[src/rtl/skip_counter_pkg.sv]
// Shared constants for the skip-sequence counter and its run controller.
package skip_counter_pkg;

  // Controller state encodings (also driven onto the state output).
  localparam logic [1:0] ST_IDLE  = 2'd0;
  localparam logic [1:0] ST_RUN   = 2'd1;
  localparam logic [1:0] ST_PAUSE = 2'd2;
  localparam logic [1:0] ST_DONE  = 2'd3;

  // Default sequence shape: 0..4 then 11..15, wrapping to 0.
  localparam int         WIDTH_DEF     = 4;
  localparam int         SKIP_FROM_DEF = 4;
  localparam int         SKIP_TO_DEF   = 11;
  localparam logic [3:0] TOP_DEF       = 4'hF;

endpackage

[src/rtl/skip_seq_counter.sv]
// Enable-driven skip-sequence counter: SKIP_FROM jumps to SKIP_TO, all-ones wraps to 0.
module skip_seq_counter
  import skip_counter_pkg::*;
#(
  parameter int WIDTH     = WIDTH_DEF,
  parameter int SKIP_FROM = SKIP_FROM_DEF,
  parameter int SKIP_TO   = SKIP_TO_DEF
) (
  input  logic             clk,
  input  logic             reset,
  input  logic             clr,
  input  logic             en,
  output logic [WIDTH-1:0] z,
  output logic             wrap
);

  localparam logic [WIDTH-1:0] FROM_V = WIDTH'(SKIP_FROM);
  localparam logic [WIDTH-1:0] TO_V   = WIDTH'(SKIP_TO);
  localparam logic [WIDTH-1:0] TOP_V  = {WIDTH{1'b1}};

  logic [WIDTH-1:0] z_d, z_q;
  logic             wrap_d, wrap_q;

  // Next count; values inside the skipped gap recover to 0 without a wrap.
  always_comb begin
    z_d    = z_q;
    wrap_d = 1'b0;
    if (clr) begin
      z_d = '0;
    end else if (en) begin
      if (z_q == FROM_V) begin
        z_d = TO_V;
      end else if (z_q == TOP_V) begin
        z_d    = '0;
        wrap_d = 1'b1;
      end else if ((z_q > FROM_V) && (z_q < TO_V)) begin
        z_d = '0;
      end else begin
        z_d = z_q + WIDTH'(1);
      end
    end
  end

  // Count and wrap registers with synchronous active-low reset.
  always_ff @(posedge clk) begin
    if (!reset) begin
      z_q    <= '0;
      wrap_q <= 1'b0;
    end else begin
      z_q    <= z_d;
      wrap_q <= wrap_d;
    end
  end

  assign z    = z_q;
  assign wrap = wrap_q;

endmodule

[src/rtl/skip_counter_ctrl.sv]
// Run controller for the skip-sequence counter: start/stop/step, prescaler, loop count.
//
// state | meaning
// IDLE  | stopped, z may be stepped manually
// RUN   | advancing once per prescaler period
// PAUSE | z held, may be stepped, resumed or aborted
// DONE  | one-cycle completion marker, then IDLE
module skip_counter_ctrl
  import skip_counter_pkg::*;
#(
  parameter int WIDTH     = WIDTH_DEF,
  parameter int SKIP_FROM = SKIP_FROM_DEF,
  parameter int SKIP_TO   = SKIP_TO_DEF,
  parameter int DIV_W     = 8
) (
  input  logic             clk,
  input  logic             reset,
  input  logic             start,
  input  logic             stop,
  input  logic             step,
  input  logic [DIV_W-1:0] div,
  input  logic [3:0]       loops,
  output logic [WIDTH-1:0] z,
  output logic             busy,
  output logic             wrap,
  output logic             done,
  output logic [1:0]       state
);

  localparam logic [WIDTH-1:0] TOP_V = {WIDTH{1'b1}};

  logic [1:0]       state_d, state_q;
  logic [DIV_W-1:0] pre_d, pre_q;
  logic [DIV_W-1:0] div_l_d, div_l_q;
  logic [3:0]       loops_l_d, loops_l_q;
  logic [3:0]       loop_d, loop_q;
  logic             busy_d, busy_q;
  logic             done_d, done_q;
  logic             adv, clr, wrap_now;

  skip_seq_counter #(
    .WIDTH    (WIDTH),
    .SKIP_FROM(SKIP_FROM),
    .SKIP_TO  (SKIP_TO)
  ) u_cnt (
    .clk  (clk),
    .reset(reset),
    .clr  (clr),
    .en   (adv),
    .z    (z),
    .wrap (wrap)
  );

  // FSM, prescaler and loop accounting; stop outranks start, which outranks step.
  always_comb begin
    state_d   = state_q;
    pre_d     = pre_q;
    div_l_d   = div_l_q;
    loops_l_d = loops_l_q;
    loop_d    = loop_q;
    adv       = 1'b0;
    clr       = 1'b0;
    case (state_q)
      ST_IDLE: begin
        if (!stop) begin
          if (start) begin
            state_d   = ST_RUN;
            clr       = 1'b1;
            pre_d     = '0;
            loop_d    = '0;
            div_l_d   = div;
            loops_l_d = loops;
          end else if (step) begin
            adv = 1'b1;
          end
        end
      end
      ST_RUN: begin
        if (stop) begin
          state_d = ST_PAUSE;
        end else if (pre_q == div_l_q) begin
          adv   = 1'b1;
          pre_d = '0;
        end else begin
          pre_d = pre_q + DIV_W'(1);
        end
      end
      ST_PAUSE: begin
        if (stop) begin
          state_d = ST_IDLE;
          clr     = 1'b1;
        end else if (start) begin
          state_d = ST_RUN;
          pre_d   = '0;
        end else if (step) begin
          adv = 1'b1;
        end
      end
      default: state_d = ST_IDLE;
    endcase

    // Manual steps in IDLE never count toward the loop total.
    wrap_now = adv && (z == TOP_V);
    if (wrap_now && (state_q != ST_IDLE)) begin
      loop_d = loop_q + 4'd1;
      if ((loops_l_q != 4'd0) && (loop_d == loops_l_q)) begin
        state_d = ST_DONE;
      end
    end

    busy_d = (state_d == ST_RUN) || (state_d == ST_PAUSE);
    done_d = (state_d == ST_DONE);
  end

  // Controller registers with synchronous active-low reset.
  always_ff @(posedge clk) begin
    if (!reset) begin
      state_q   <= ST_IDLE;
      pre_q     <= '0;
      div_l_q   <= '0;
      loops_l_q <= '0;
      loop_q    <= '0;
      busy_q    <= 1'b0;
      done_q    <= 1'b0;
    end else begin
      state_q   <= state_d;
      pre_q     <= pre_d;
      div_l_q   <= div_l_d;
      loops_l_q <= loops_l_d;
      loop_q    <= loop_d;
      busy_q    <= busy_d;
      done_q    <= done_d;
    end
  end

  assign state = state_q;
  assign busy  = busy_q;
  assign done  = done_q;

endmodule

[config.mk]
export PLATFORM = sky130hd
export DESIGN_NAME = skip_counter_ctrl
export DESIGN_NICKNAME = d
export VERILOG_FILES = /design/src/rtl/skip_counter_pkg.sv /design/src/rtl/skip_seq_counter.sv /design/src/rtl/skip_counter_ctrl.sv
export SDC_FILE = /design/constraint.sdc
export NUM_CORES = 1
export LEC_CHECK = 0
export ABC_AREA = 1
export CAP_MARGIN = 25
export CORE_MARGIN = 2
export CORE_UTILIZATION = 48
export CTS_CLUSTER_SIZE = 10
export DETAILED_ROUTE_END_ITERATION = 12
export GPL_TIMING_DRIVEN = 1
export PLACE_DENSITY = 0.75
export SLEW_MARGIN = 10
export SYNTH_ARGS = -nofsm -noshare
export SYNTH_HDL_FRONTEND = slang
export SYNTH_SLANG_ARGS = --single-unit
[constraint.sdc]
create_clock -name clk -period 1.7 [get_ports clk]
set_clock_uncertainty 0.2 [all_clocks]
set_input_delay 0.34 -clock clk [delete_from_list [all_inputs] [get_ports clk]]
set_output_delay 0.34 -clock clk [all_outputs]
set_load 0.01 [all_outputs]
## Word level (Yosys, flattened, before mapping)

Cells that the tools add are included.

| operators by class | value |
|---|---|
| $add $sub $neg | 3 |
| magnitude comparators | 2 |
| equal/unequal tests | 13 |
| muxes and demuxes | 30 |
| bitwise operators | 3 |
| reduce and logical (&&, ||, !) cells | 17 |

Operators with widths:

| kind | count |
|---|---|
| $mux W8 | 4 |
| $mux W4 | 7 |
| $pmux W8 S2 | 1 |
| $mux W2 | 6 |
| $mux W1 | 9 |
| $add A4 B1 Y4 const B | 2 |
| $add A8 B1 Y8 const B | 1 |
| $eq A8 B8 Y1 | 1 |
| $reduce_bool A2 Y1 | 4 |
| $eq A2 B2 Y1 const B | 3 |
| $pmux W2 S3 | 1 |
| $reduce_and A3 Y1 | 2 |
| $eq A2 B1 Y1 const B | 2 |
| $eq A4 B3 Y1 const B | 1 |
| $eq A4 B4 Y1 | 1 |
| $eq A4 B4 Y1 const B | 1 |
| $gt A4 B3 Y1 const B | 1 |
| $logic_and A1 B1 Y1 | 4 |
| $lt A4 B4 Y1 const B | 1 |
| $ne A2 B1 Y1 const B | 2 |
| $ne A2 B2 Y1 const B | 2 |
| $pmux W1 S2 | 2 |
| $reduce_and A4 Y1 | 1 |
| $reduce_bool A4 Y1 | 1 |
| 5 further kinds | 8 |

| storage, ports and cells | value |
|---|---|
| bits in registers | 33 |
| output and inout bits | 9 |

## Logic depth before layout (Yosys ltp)

| depth | value |
|---|---|
| depth in word-level cells | 9 |
| gate-level depth with buffers | 12 |
| mapped depth without buffers | 12 |

## By module

Synthesis repeated with hierarchy kept, for this count alone.

| second synthesis, totals | value |
|---|---|
| cells, all modules | 243 |
| area total of the unflattened synthesis | 1735.4 µm² |

By module, submodules not included:

| module | times used | cells each | area each (µm²) |
|---|---|---|---|
| skip_counter_ctrl | 1 | 201 | 1422.6 |
| skip_seq_counter | 1 | 42 | 312.8 |

## Worst setup path before layout

Ideal clock, no wire load.

| timing | value |
|---|---|
| kind | reg2reg |
| start point | register loop_q[0] |
| end point | register busy_q (netlist: busy) |
| setup time | 0.109 ns |
| data arrival time | 1.526 ns |
| data required time | 1.391 ns |
| path slack | -0.134 ns |
| stages on the path, launching flop included | 11 |
| clock period less this slack | 1.834 ns |
| cell sequence | dfxtp_1 -> ha_1 -> xor2_1 -> a21oi_1 -> nand4_1 -> nor2_1 -> nand3_2 -> nand2_1 -> ha_1 -> nand2_1 -> inv_1 |

| between the ends | value |
|---|---|
| cells in the longest elaborated chain, start to end | 7 |

Ends and longest elaborated chain:

| element | RTL line | text |
|---|---|---|
| from (decl) | skip_counter_ctrl.sv:36 | `logic [3:0] loop_d, loop_q;` |
| from (signal assigned) | skip_counter_ctrl.sv:130 | `loop_q <= loop_d;` |
| $add A4 B1 Y4 (*) | skip_counter_ctrl.sv:105 | `loop_d = loop_q + 4'd1;` |
| $eq A4 B4 Y1 (*) | skip_counter_ctrl.sv:106 | `if ((loops_l_q != 4'd0) && (loop_d == loops_l_q)) begin` |
| $logic_and A1 B1 Y1 (*) | skip_counter_ctrl.sv:106 |  |
| $mux W2 (*) | skip_counter_ctrl.sv:106 |  |
| $mux W2 (*) | skip_counter_ctrl.sv:104 | `if (wrap_now && (state_q != ST_IDLE)) begin` |
| named net state_d[0] | skip_counter_ctrl.sv:32 | `logic [1:0] state_d, state_q;` |
| $eq A2 B1 Y1 or $eq A2 B2 Y1 (tied branches) | skip_counter_ctrl.sv:111 | `busy_d = (state_d == ST_RUN) \|\| (state_d == ST_PAUSE);` |
| $logic_or A1 B1 Y1 (*) | skip_counter_ctrl.sv:111 |  |
| named net busy_d | skip_counter_ctrl.sv:37 | `logic busy_d, busy_q;` |
| to (signal assigned) | skip_counter_ctrl.sv:131 | `busy_q <= busy_d;` |
| to (decl) | skip_counter_ctrl.sv:37 |  |

Mark *: on every way through the listed nets, which the timed path passes. The rest lies on a longest branch.
A chain may end at the register's enable or synchronous reset.

## Final worst setup path

| timing | value |
|---|---|
| start point | register loop_q[1] |
| end point | register busy_q (netlist: busy) |

The elaborated chain is that of the path after synthesis.

==> impl_metrics.env <==
export IMPL_hold_viol_final=0
export IMPL_grt_ovfl_total=0
export IMPL_dieArea_um2=4130
export IMPL_fin_crit_sh=1.11
export IMPL_io_pins=26
export IMPL_start_util=0.511
export IMPL_rows=21
export IMPL_syn_avg_cell_area_um2=7.36
export IMPL_synth_seq_cells=33
export IMPL_die_height_um=64.3
export IMPL_ys_async_sr_fraction=0
export IMPL_synth_most_common_cell="nand2_1"
export IMPL_ant_nets=0
export IMPL_fin_total_pwr_uw=1730
export IMPL_io_buffers=25
export IMPL_r2r_setup_slack_ps=-180
export IMPL_clock_sinks=33
export IMPL_via_per_inst=4.70
export IMPL_ys_seq_area_frac=0.379
export IMPL_dr_pass1_iters=4
export IMPL_crit_arrival_ps=1930
export IMPL_tightest_slew_ps=342
export IMPL_drt_initial_drc_count=57
export IMPL_clk_pin_slew_worst_paths_ps=100
export IMPL_syn_nets=259
export IMPL_leakagePower_uw=0.00112
export IMPL_drive_gt1_frac=0.277
export IMPL_grt_max_degree=25
export IMPL_end_kind="register"
export IMPL_synthTopCellsByCount="nand2_1 (51), dfxtp_1 (33), inv_1 (32)"
export IMPL_relSlewSlack=0.769
export IMPL_final_util=0.710
export IMPL_reg2reg_from="loop_q[1]"
export IMPL_cts_root_buf="clkbuf_4"
export IMPL_synth_top_area_cell="dfxtp_1"
export IMPL_antenna_found_initial=0
export IMPL_whs_path_depth=2
export IMPL_areaGrowthSynthToFinish_pct=39.1
export IMPL_worst_ep_required_time_ps=1750
export IMPL_yosys_warnings=0
export IMPL_cp_start_kind="register"
export IMPL_nNetsFinal=321
export IMPL_status="finished with violations"
export IMPL_dp_hpwl_mm=2.68
export IMPL_synth_cell_type_count=27
export IMPL_cts_tree="yes"
export IMPL_clk_insertion_delay_late_ps=340
export IMPL_place_congestion=0.832
export IMPL_yosys_most_used_dff="dfxtp_1"
export IMPL_core_area_um2=3420
export IMPL_numCtsBuffers=5
export IMPL_synth_edf_count=0
export IMPL_synthTopCellsByArea="dfxtp_1 (38%), nand2_1 (11%), a21oi_1 (6.9%)"
export IMPL_insertedDiodeCount=0
export IMPL_fmax_mhz=532
export IMPL_setup_slack_ps=-179
export IMPL_drt_total_wl_mm=3.80
export IMPL_cts_hold_buffers=0
export IMPL_grt_first_pass_wirelength_mm=6.38
export IMPL_synth_area_um2=1740
export IMPL_worstSetupPathType="register to register"
export IMPL_hold_path_class="register to register"
export IMPL_wl_per_cell_um=11.0
export IMPL_clockBufferDepth=2
export IMPL_min_to="div_l_q[6]"
export IMPL_track_usage=0.201
export IMPL_irDropWorstVdd_mv=0.730
export IMPL_die_w_um=64.3
export IMPL_rsz0062_at_grt="true"
export IMPL_maxCapViolCount=0
export IMPL_worstHoldStart="div_l_q[6]"
export IMPL_r2r_cells=10
export IMPL_crit_fanout=3
export IMPL_grt_pass1_vias=1499
export IMPL_htreeDepth=2
export IMPL_synth_top_area_frac=0.379
export IMPL_synthCells=237
export IMPL_setup_viol=2
export IMPL_maxSlewViolCount=0
export IMPL_power_density_nw_per_um2=714
export IMPL_drc=0
export IMPL_via_count=1626
export IMPL_violations="negative setup slack"
export IMPL_fin_crit_ps=1880
export IMPL_fill_cells=278
export IMPL_r2r_end="busy"
==> metrics by stage <==
stage               area, um^2  TNS (ps)  worst slack [ps]  std cells  hold slack [ps]
finish                    2430      -252              -179        346              273
global route              2430      -755              -310        346              290
CTS                       2370      -243              -169        345              275
detailed placement        2280     -5000              -275        337              259
global placement          2280     -4320              -241        337              254
floorplan                 1760     -67.3             -67.3        237              243
==> per-layer routing <==
layer,up-vias,global-route usage,share of wire
li1,877,-,-
met1,716,0.257,0.51
met2,31,0.315,0.44
met3,2,0.0599,0.043
met4,0,0.0851,0.0097
met5,-,0,0
==> power breakdown <==
group          switching [uW]  internal [uW]  total [uW]
combinational             153            134         288
clock                     266            351         617
sequential               21.1            805         826
total                     441           1290        1730
==> sequential cells by signal, indices dropped and copies added, names as in the netlist <==
| name | cells |
|---|---|
| state | 2 |
| u_cnt.z | 4 |
| busy | 1 |
| pre_q | 8 |
| loop_q | 4 |
| loops_l_q | 4 |
| done | 1 |
| div_l_q | 8 |
| u_cnt.wrap | 1 |
==> layout by cell type (no fill, tap or decap), types with 4 or more instances in the layout <==
master / count
ha_1: 4
nand4_1: 4
dfxtp_1: 22
a21oi_2: 5
buf_4: 33
clkbuf_4: 5
a21oi_1: 19
dlygate4sd2_1: 9
nand3_1: 10
xor2_1: 5
xnor2_1: 5
nand2_1: 50
nor2_2: 6
o21ai_0: 19
clkdlybuf4s50_1: 16
dfxtp_2: 10
nor2_1: 19
inv_1: 31
==> layout make-up <==
class / count / area, um^2 / area share
multi-input cells: 167 / 981 / 0.404
well taps: 46 / 57.6 / 0.0237
clock inverters: 1 / 30.0 / 0.0124
repair buffers: 59 / 502 / 0.207
inverters: 33 / 124 / 0.0511
flip-flops and latches: 33 / 677 / 0.279
clock buffers: 7 / 55.1 / 0.0227
==> kinds of logic after synthesis <==
logic type / synth area share
compound gates: 0.144
buf+inv: 0.0933
flops: 0.379
simple gates: 0.293
xor+xnor: 0.0552
fa+ha+maj: 0.0359
==> repair_timing <==
action	4_1_cts	5_1_grt
pin swaps	2	3
setup endpoints to repair	15	15
gates resized for setup	16	17
gates cloned	0	0
buffers inserted	0	1
==> critical path, cell delays in order, from the launching register on <==
cell and delay [ps]:
dfxtp_2 340, ha_4 240, xor2_1 130, a21oi_1 120
nand4_1 120, nor2_2 130, nand3_2 100, nand2_1 100
ha_1 220, nand2_1 60, inv_1 30
==> worst max path at each step <==
stage                     startpoint        to  depth (start not counted)
after global routing       loop_q[1]      busy                         10
after detailed placement        stop  pre_q[4]                          7
after floorplan            loop_q[0]      busy                         10
after global placement          stop  pre_q[5]                          9
after CTS                  loop_q[1]      busy                         10
final                      loop_q[1]      busy                         10
Note: power is estimated with default switching activity, not from simulation.
